<file path="config.mk">
export PLATFORM = sky130hd
export DESIGN_NAME = fm0_tx_encoder
export DESIGN_NICKNAME = d
export VERILOG_FILES = /design/src/rtl/fm0_tx_encoder.sv
export SDC_FILE = /design/constraint.sdc
export NUM_CORES = 1
export LEC_CHECK = 0
export CORE_ASPECT_RATIO = 0.75
export CORE_UTILIZATION = 62
export DETAILED_ROUTE_END_ITERATION = 7
export MAX_ROUTING_LAYER = met4
export PLACE_DENSITY = 0.84
export SYNTH_ARGS = -nofsm -noshare
export SYNTH_HDL_FRONTEND = slang
export SYNTH_SLANG_ARGS = --single-unit
</file>
<file path="constraint.sdc">
create_clock -name clk -period 7.1 [get_ports clk]
set_input_delay 0.71 -clock clk [delete_from_list [all_inputs] [get_ports clk]]
set_output_delay 0.71 -clock clk [all_outputs]
set_load 0.03 [all_outputs]
</file>
<file path="src/rtl/fm0_tx_encoder.sv">
// fm0_tx_encoder: FM0 backscatter transmitter emitting optional pilot, preamble,
// handshaked data bits and a terminating dummy-1, with registered outputs.
module fm0_tx_encoder #(
    parameter int          HALF_CYCLES = 12,
    parameter logic [11:0] PREAMBLE_HS = 12'b110100100100
) (
    input  logic clk,
    input  logic reset,
    input  logic start,
    input  logic trext,
    input  logic data_in,
    input  logic data_last,
    input  logic data_valid,
    output logic data_ready,
    output logic mod_out,
    output logic busy,
    output logic done,
    output logic underrun
);
    typedef enum logic [2:0] {IDLE, PILOT, PREAMBLE, DATA, DUMMY} state_t;

    localparam logic [9:0] HC_MAX = 10'(HALF_CYCLES - 1);

    state_t     state_q, state_d;
    logic [9:0] hc_q, hc_d;
    logic [4:0] idx_q, idx_d, last_idx;
    logic       bit_q, bit_d, last_q, last_d;
    logic       mod_out_q, mod_out_d, busy_q, busy_d, done_q, done_d;
    logic       data_ready_q, data_ready_d, underrun_q, underrun_d;
    logic       hs_end, phase_end, xfer, new_lvl;

    // Outputs are registered from the next-cycle state so they line up with it.
    always_comb begin
        hs_end    = hc_q == HC_MAX;
        xfer      = data_ready_q & data_valid;
        last_idx  = state_q == PILOT ? 5'd23 : state_q == PREAMBLE ? 5'd11 : 5'd1;
        phase_end = (state_q != IDLE) & hs_end & (idx_q == last_idx);
        state_d   = state_q == IDLE ? (start ? (trext ? PILOT : PREAMBLE) : IDLE)
                  : !phase_end ? state_q
                  : state_q == PILOT ? PREAMBLE
                  : state_q == DUMMY ? IDLE
                  : xfer ? DATA : DUMMY;
        hc_d      = (state_q == IDLE || hs_end) ? 10'd0 : hc_q + 10'd1;
        idx_d     = (state_q == IDLE || phase_end) ? 5'd0 : idx_q + {4'd0, hs_end};
        bit_d     = xfer ? data_in : bit_q;
        last_d    = xfer ? data_last : last_q;
        // Data/dummy: first half inverts; second half holds only for a 1.
        new_lvl   = state_d == PILOT ? ~idx_d[0]
                  : state_d == PREAMBLE ? PREAMBLE_HS[4'd11 - idx_d[3:0]]
                  : (idx_d[0] & (bit_q | state_d == DUMMY)) ? mod_out_q : ~mod_out_q;
        mod_out_d = state_d == IDLE ? 1'b0 : hc_d == 10'd0 ? new_lvl : mod_out_q;
        busy_d    = state_d != IDLE;
        done_d    = phase_end & (state_q == DUMMY);
        underrun_d = data_ready_q & ~data_valid;
        data_ready_d = (hc_d == HC_MAX)
                     & (((state_d == PREAMBLE) & (idx_d == 5'd11))
                      | ((state_d == DATA) & (idx_d == 5'd1) & ~last_d));
    end

    always_ff @(posedge clk or posedge reset) begin
        if (reset) begin
            state_q      <= IDLE;
            hc_q         <= '0;
            idx_q        <= '0;
            bit_q        <= 1'b0;
            last_q       <= 1'b0;
            mod_out_q    <= 1'b0;
            busy_q       <= 1'b0;
            done_q       <= 1'b0;
            data_ready_q <= 1'b0;
            underrun_q   <= 1'b0;
        end else begin
            state_q      <= state_d;
            hc_q         <= hc_d;
            idx_q        <= idx_d;
            bit_q        <= bit_d;
            last_q       <= last_d;
            mod_out_q    <= mod_out_d;
            busy_q       <= busy_d;
            done_q       <= done_d;
            data_ready_q <= data_ready_d;
            underrun_q   <= underrun_d;
        end
    end

    assign mod_out    = mod_out_q;
    assign busy       = busy_q;
    assign done       = done_q;
    assign data_ready = data_ready_q;
    assign underrun   = underrun_q;
endmodule

</file>
==> impl_metrics.xml <==
<?xml version="1.0" encoding="UTF-8"?>
<metrics>
  <group name="run_status">
    <metric name="status" unit="">finished clean</metric>
  </group>
  <group name="final_layout">
    <metric name="diodes" unit="">0</metric>
    <metric name="nets" unit="">189</metric>
    <metric name="synthToLayoutAreaGrowth" unit="%">10.5</metric>
    <metric name="final_layout_size_suffix_gt1_share" unit="%">11.4</metric>
  </group>
  <group name="global_route">
    <metric name="grt_start_max_net_pins" unit="">26</metric>
    <metric name="grt_use_total" unit="%">28.4</metric>
    <metric name="global_route_wire_length_before_repair" unit="microns">5530</metric>
    <metric name="grt_pass1_vias" unit="">1184</metric>
    <metric name="globalRouteOverflowTotal" unit="">0</metric>
    <metric name="grt_antenna_before_repair" unit="">0</metric>
  </group>
  <group name="pwr">
    <metric name="p_leak" unit="nW">0.750</metric>
    <metric name="share_seq_of_total_power" unit="%">61.5</metric>
    <metric name="power.net_switching" unit="mW">0.0598</metric>
    <metric name="power.combinational.fraction" unit="%">12.1</metric>
    <metric name="cellPowerDensity" unit="mW/mm^2">136</metric>
    <metric name="vdd_ir_drop_max" unit="uV">135</metric>
    <metric name="p_sw_share" unit="%">25.1</metric>
    <metric name="power_frac_clock" unit="%">26.3</metric>
    <metric name="intPower" unit="mW">0.178</metric>
  </group>
  <group name="critical_path">
    <metric name="critical_path.cell_chain" unit="">ha_1, or4bb_1, nor4_4, ha_1, ha_1, xor2_1, nand2_1, ha_1, and4b_1, a2bb2oi_1, a2111o_1, o211a_1, a21oi_1</metric>
    <metric name="worst_path_max_delay_cell" unit="">or4bb_1</metric>
    <metric name="critical_path_required" unit="ns">7.34</metric>
    <metric name="crit_path_max_fanout" unit="">6</metric>
    <metric name="worst-setup-path-type" unit="">reg2reg</metric>
    <metric name="slowest_delay" unit="ns">0.55</metric>
    <metric name="sort_of_element_at_the_end_of_the_critical_path" unit="">flip-flop</metric>
    <metric name="startpoint_type" unit="">flip-flop</metric>
    <metric name="ff2ff_setup_slack" unit="ns">3.40</metric>
    <metric name="critPathArrivalTime" unit="ns">3.94</metric>
    <metric name="critical_path.n_buffers_inverters" unit="">0</metric>
    <metric name="timing.critical_path.max_delay_family" unit="">simple AND/OR/NAND/NOR gates</metric>
    <metric name="worst_path_most_repeated_cell" unit="">ha_1</metric>
  </group>
  <group name="detailed_routing">
    <metric name="drc_errors" unit="">0</metric>
    <metric name="wl_per_cell" unit="microns">16.1</metric>
    <metric name="route.detailed.vias_per_inst" unit="">6.23</metric>
    <metric name="detail_route.iter0.violations" unit="">81</metric>
    <metric name="totalWireLength" unit="microns">3390</metric>
    <metric name="route.antenna.remaining_nets" unit="">0</metric>
    <metric name="drt_pre_antenna_iters" unit="">4</metric>
    <metric name="dr_total_vias" unit="">1308</metric>
  </group>
  <group name="clocking">
    <metric name="postCtsResizedCells" unit="">0</metric>
    <metric name="clk_path_buf_depth" unit="">2</metric>
    <metric name="h-tree-depth" unit="">1</metric>
    <metric name="inserted_clock_buffers" unit="">3</metric>
    <metric name="worstSkewPairLatency" unit="ns">0.31</metric>
    <metric name="clock-sinks" unit="">25</metric>
    <metric name="cts_post_setup_buffers_inserted" unit="">0</metric>
    <metric name="cts_tree" unit="">done</metric>
    <metric name="clkTransAtPathRegs" unit="ns">0.13</metric>
    <metric name="cts-root-buf" unit="">clkbuf_4</metric>
    <metric name="cts_hold_buf" unit="">0</metric>
  </group>
  <group name="timing">
    <metric name="slew_viol_final" unit="">0</metric>
    <metric name="timing.final.crit_period" unit="ns">3.70</metric>
    <metric name="rsz0062_at_grt" unit="">no</metric>
    <metric name="finalHoldWorstSlack" unit="ns">0.521</metric>
    <metric name="final-hold-violation-count" unit="">0</metric>
    <metric name="max-slew-margin-rel" unit="%">35.9</metric>
    <metric name="finClkSkew" unit="ns">0.00457</metric>
    <metric name="setup-violations-final" unit="">0</metric>
    <metric name="max_freq" unit="MHz">271</metric>
    <metric name="fin_crit_sh" unit="%">52.1</metric>
    <metric name="worstMarginPinSlew" unit="ns">0.960</metric>
    <metric name="finalSetupTns" unit="ns">0</metric>
  </group>
  <group name="logic_synthesis">
    <metric name="yosys_register_bits" unit="">25</metric>
    <metric name="synthCells" unit="">165</metric>
    <metric name="synthFlopType" unit="">dfrtp_1</metric>
    <metric name="synth_warnings" unit="">0</metric>
    <metric name="postSynthNetCount" unit="">177</metric>
    <metric name="synth_top_cell_by_area" unit="">dfrtp_1</metric>
    <metric name="synth.cells.most_frequent" unit="">dfrtp_1 (25), nor2_1 (16), nand2_1 (10)</metric>
    <metric name="postSynthAreaPerCell" unit="sq um">9.62</metric>
    <metric name="async_reset_ff_share" unit="%">100</metric>
    <metric name="ranking_of_synthesized_cells_by_area" unit="">dfrtp_1 (39%), ha_1 (3.9%), nor2_1 (3.8%)</metric>
    <metric name="edff_count_synth" unit="">0</metric>
    <metric name="netlist-cell-type-count" unit="">54</metric>
    <metric name="synth_most_common_cell" unit="">dfrtp_1</metric>
    <metric name="yosysTopAreaCellShare" unit="%">39.4</metric>
    <metric name="netlist_area" unit="sq mm">0.00159</metric>
    <metric name="yosysSeqAreaShare" unit="%">39.4</metric>
  </group>
  <group name="floorplan">
    <metric name="die_area" unit="sq mm">0.00277</metric>
    <metric name="placeableCoreArea" unit="sq mm">0.00236</metric>
    <metric name="chipWidth" unit="microns">60.4</metric>
    <metric name="std_cell_rows" unit="">15</metric>
    <metric name="floorplan.die.height" unit="microns">45.8</metric>
    <metric name="initial_core_util" unit="%">67.1</metric>
    <metric name="num_io_pins" unit="">12</metric>
  </group>
  <group name="flow_run">
    <metric name="max_cap_viol_count" unit="">0</metric>
  </group>
  <group name="place">
    <metric name="dp.final_hpwl" unit="microns">2550</metric>
    <metric name="place.port_buffers" unit="">11</metric>
    <metric name="place_congestion" unit="">0.968</metric>
  </group>
  <group name="min_path">
    <metric name="class_of_the_tightest_hold_or_removal_check" unit="">reg2reg</metric>
  </group>
</metrics>
-- layer usage --
metal  track usage [%]  up-vias  wire length [microns]
met5                 -        -                      0
met4              5.91        0                     23
met2              40.0       56                   1430
li1                  -      639                      -
met3              5.40        4                    220
met1              42.4      609                   1710
-- worst register-to-register path, cell delays in order, from the launching register on --
cell,delay (ns)
dfrtp_1,0.45
ha_1,0.26
or4bb_1,0.55
nor4_4,0.22
ha_1,0.23
ha_1,0.19
xor2_1,0.23
nand2_1,0.13
ha_1,0.35
and4b_1,0.19
a2bb2oi_1,0.07
a2111o_1,0.43
o211a_1,0.14
a21oi_1,0.17
-- cells in the final DEF, fill, tap and decap left out, drive strengths merged, types with 2 or more instances in the layout --
| cell | instances |
|---|---|
| or3 | 5 |
| xor2 | 6 |
| nor4 | 5 |
| a21oi | 5 |
| nor2 | 16 |
| or4 | 2 |
| clkbuf | 3 |
| mux2 | 2 |
| o21ai | 3 |
| ha | 5 |
| a31oi | 2 |
| nor2b | 2 |
| nor3 | 6 |
| dfrtp | 25 |
| nand4 | 6 |
| inv | 10 |
| clkdlybuf4s50 | 11 |
| and4 | 3 |
| a211oi | 2 |
| nand2b | 3 |
| xnor2 | 6 |
| o31a | 2 |
| nand3 | 6 |
| and2 | 6 |
| o211a | 3 |
| nand2 | 10 |
-- final cells by class --
class,count,area (sq um)
clock buffer,3,22.5
multi-input combinational,126,908
inverter,10,37.5
clock inverter,1,7.51
sequential,25,626
timing repair buffer,11,110
fill,181,611
tap,34,42.5
-- worst paths after layout --
path                            startpoint         end  depth (start not counted)
max in group asynchronous            reset  data_ready                          2
worst min register to register      last_q      last_q                          1
min in group asynchronous            reset  state_q[2]                          2
worst max-delay path               hc_q[0]     mod_out                         13
worst min-delay path                last_q      last_q                          1
worst max register to register     hc_q[0]     mod_out                         13
-- flip-flops by register name, indices dropped and copies added, names as in the netlist --
name        count
hc_q           10
data_ready      1
done            1
bit_q           1
underrun        1
busy            1
mod_out         1
state_q         3
last_q          1
idx_q           5
-- metrics by stage --
step                util, %  instances  worst slack [ns]  instance area (sq um)  power (mW)
floorplan                 -        165              3.82                   1590       0.167
global placement       72.9        206              3.64                   1720       0.176
detailed placement     72.9        206              3.47                   1720       0.177
CTS                    74.2        210              3.40                   1750       0.240
global route           74.2        210              3.16                   1750       0.248
finish                 74.2        210              3.40                   1750       0.238
-- cells by family after synthesis --
kind of cell,synth area share [%]
simple gates,28.6
flops,39.4
buf+inv,3.39
fa+ha+maj,3.94
mux,2.05
compound gates,16.0
xor+xnor,6.62
-- power by group through the flow --
| stage | logic [mW] | clock network [mW] | registers [mW] |
|---|---|---|---|
| floorplan | 0.0175 | 0 | 0.150 |
| finish | 0.0289 | 0.0626 | 0.146 |
| global placement | 0.0277 | 0 | 0.149 |
| detailed placement | 0.0285 | 0 | 0.149 |
| global route | 0.0312 | 0.0707 | 0.146 |
| CTS | 0.0287 | 0.0656 | 0.146 |
Power figures use the tool's default switching activity.
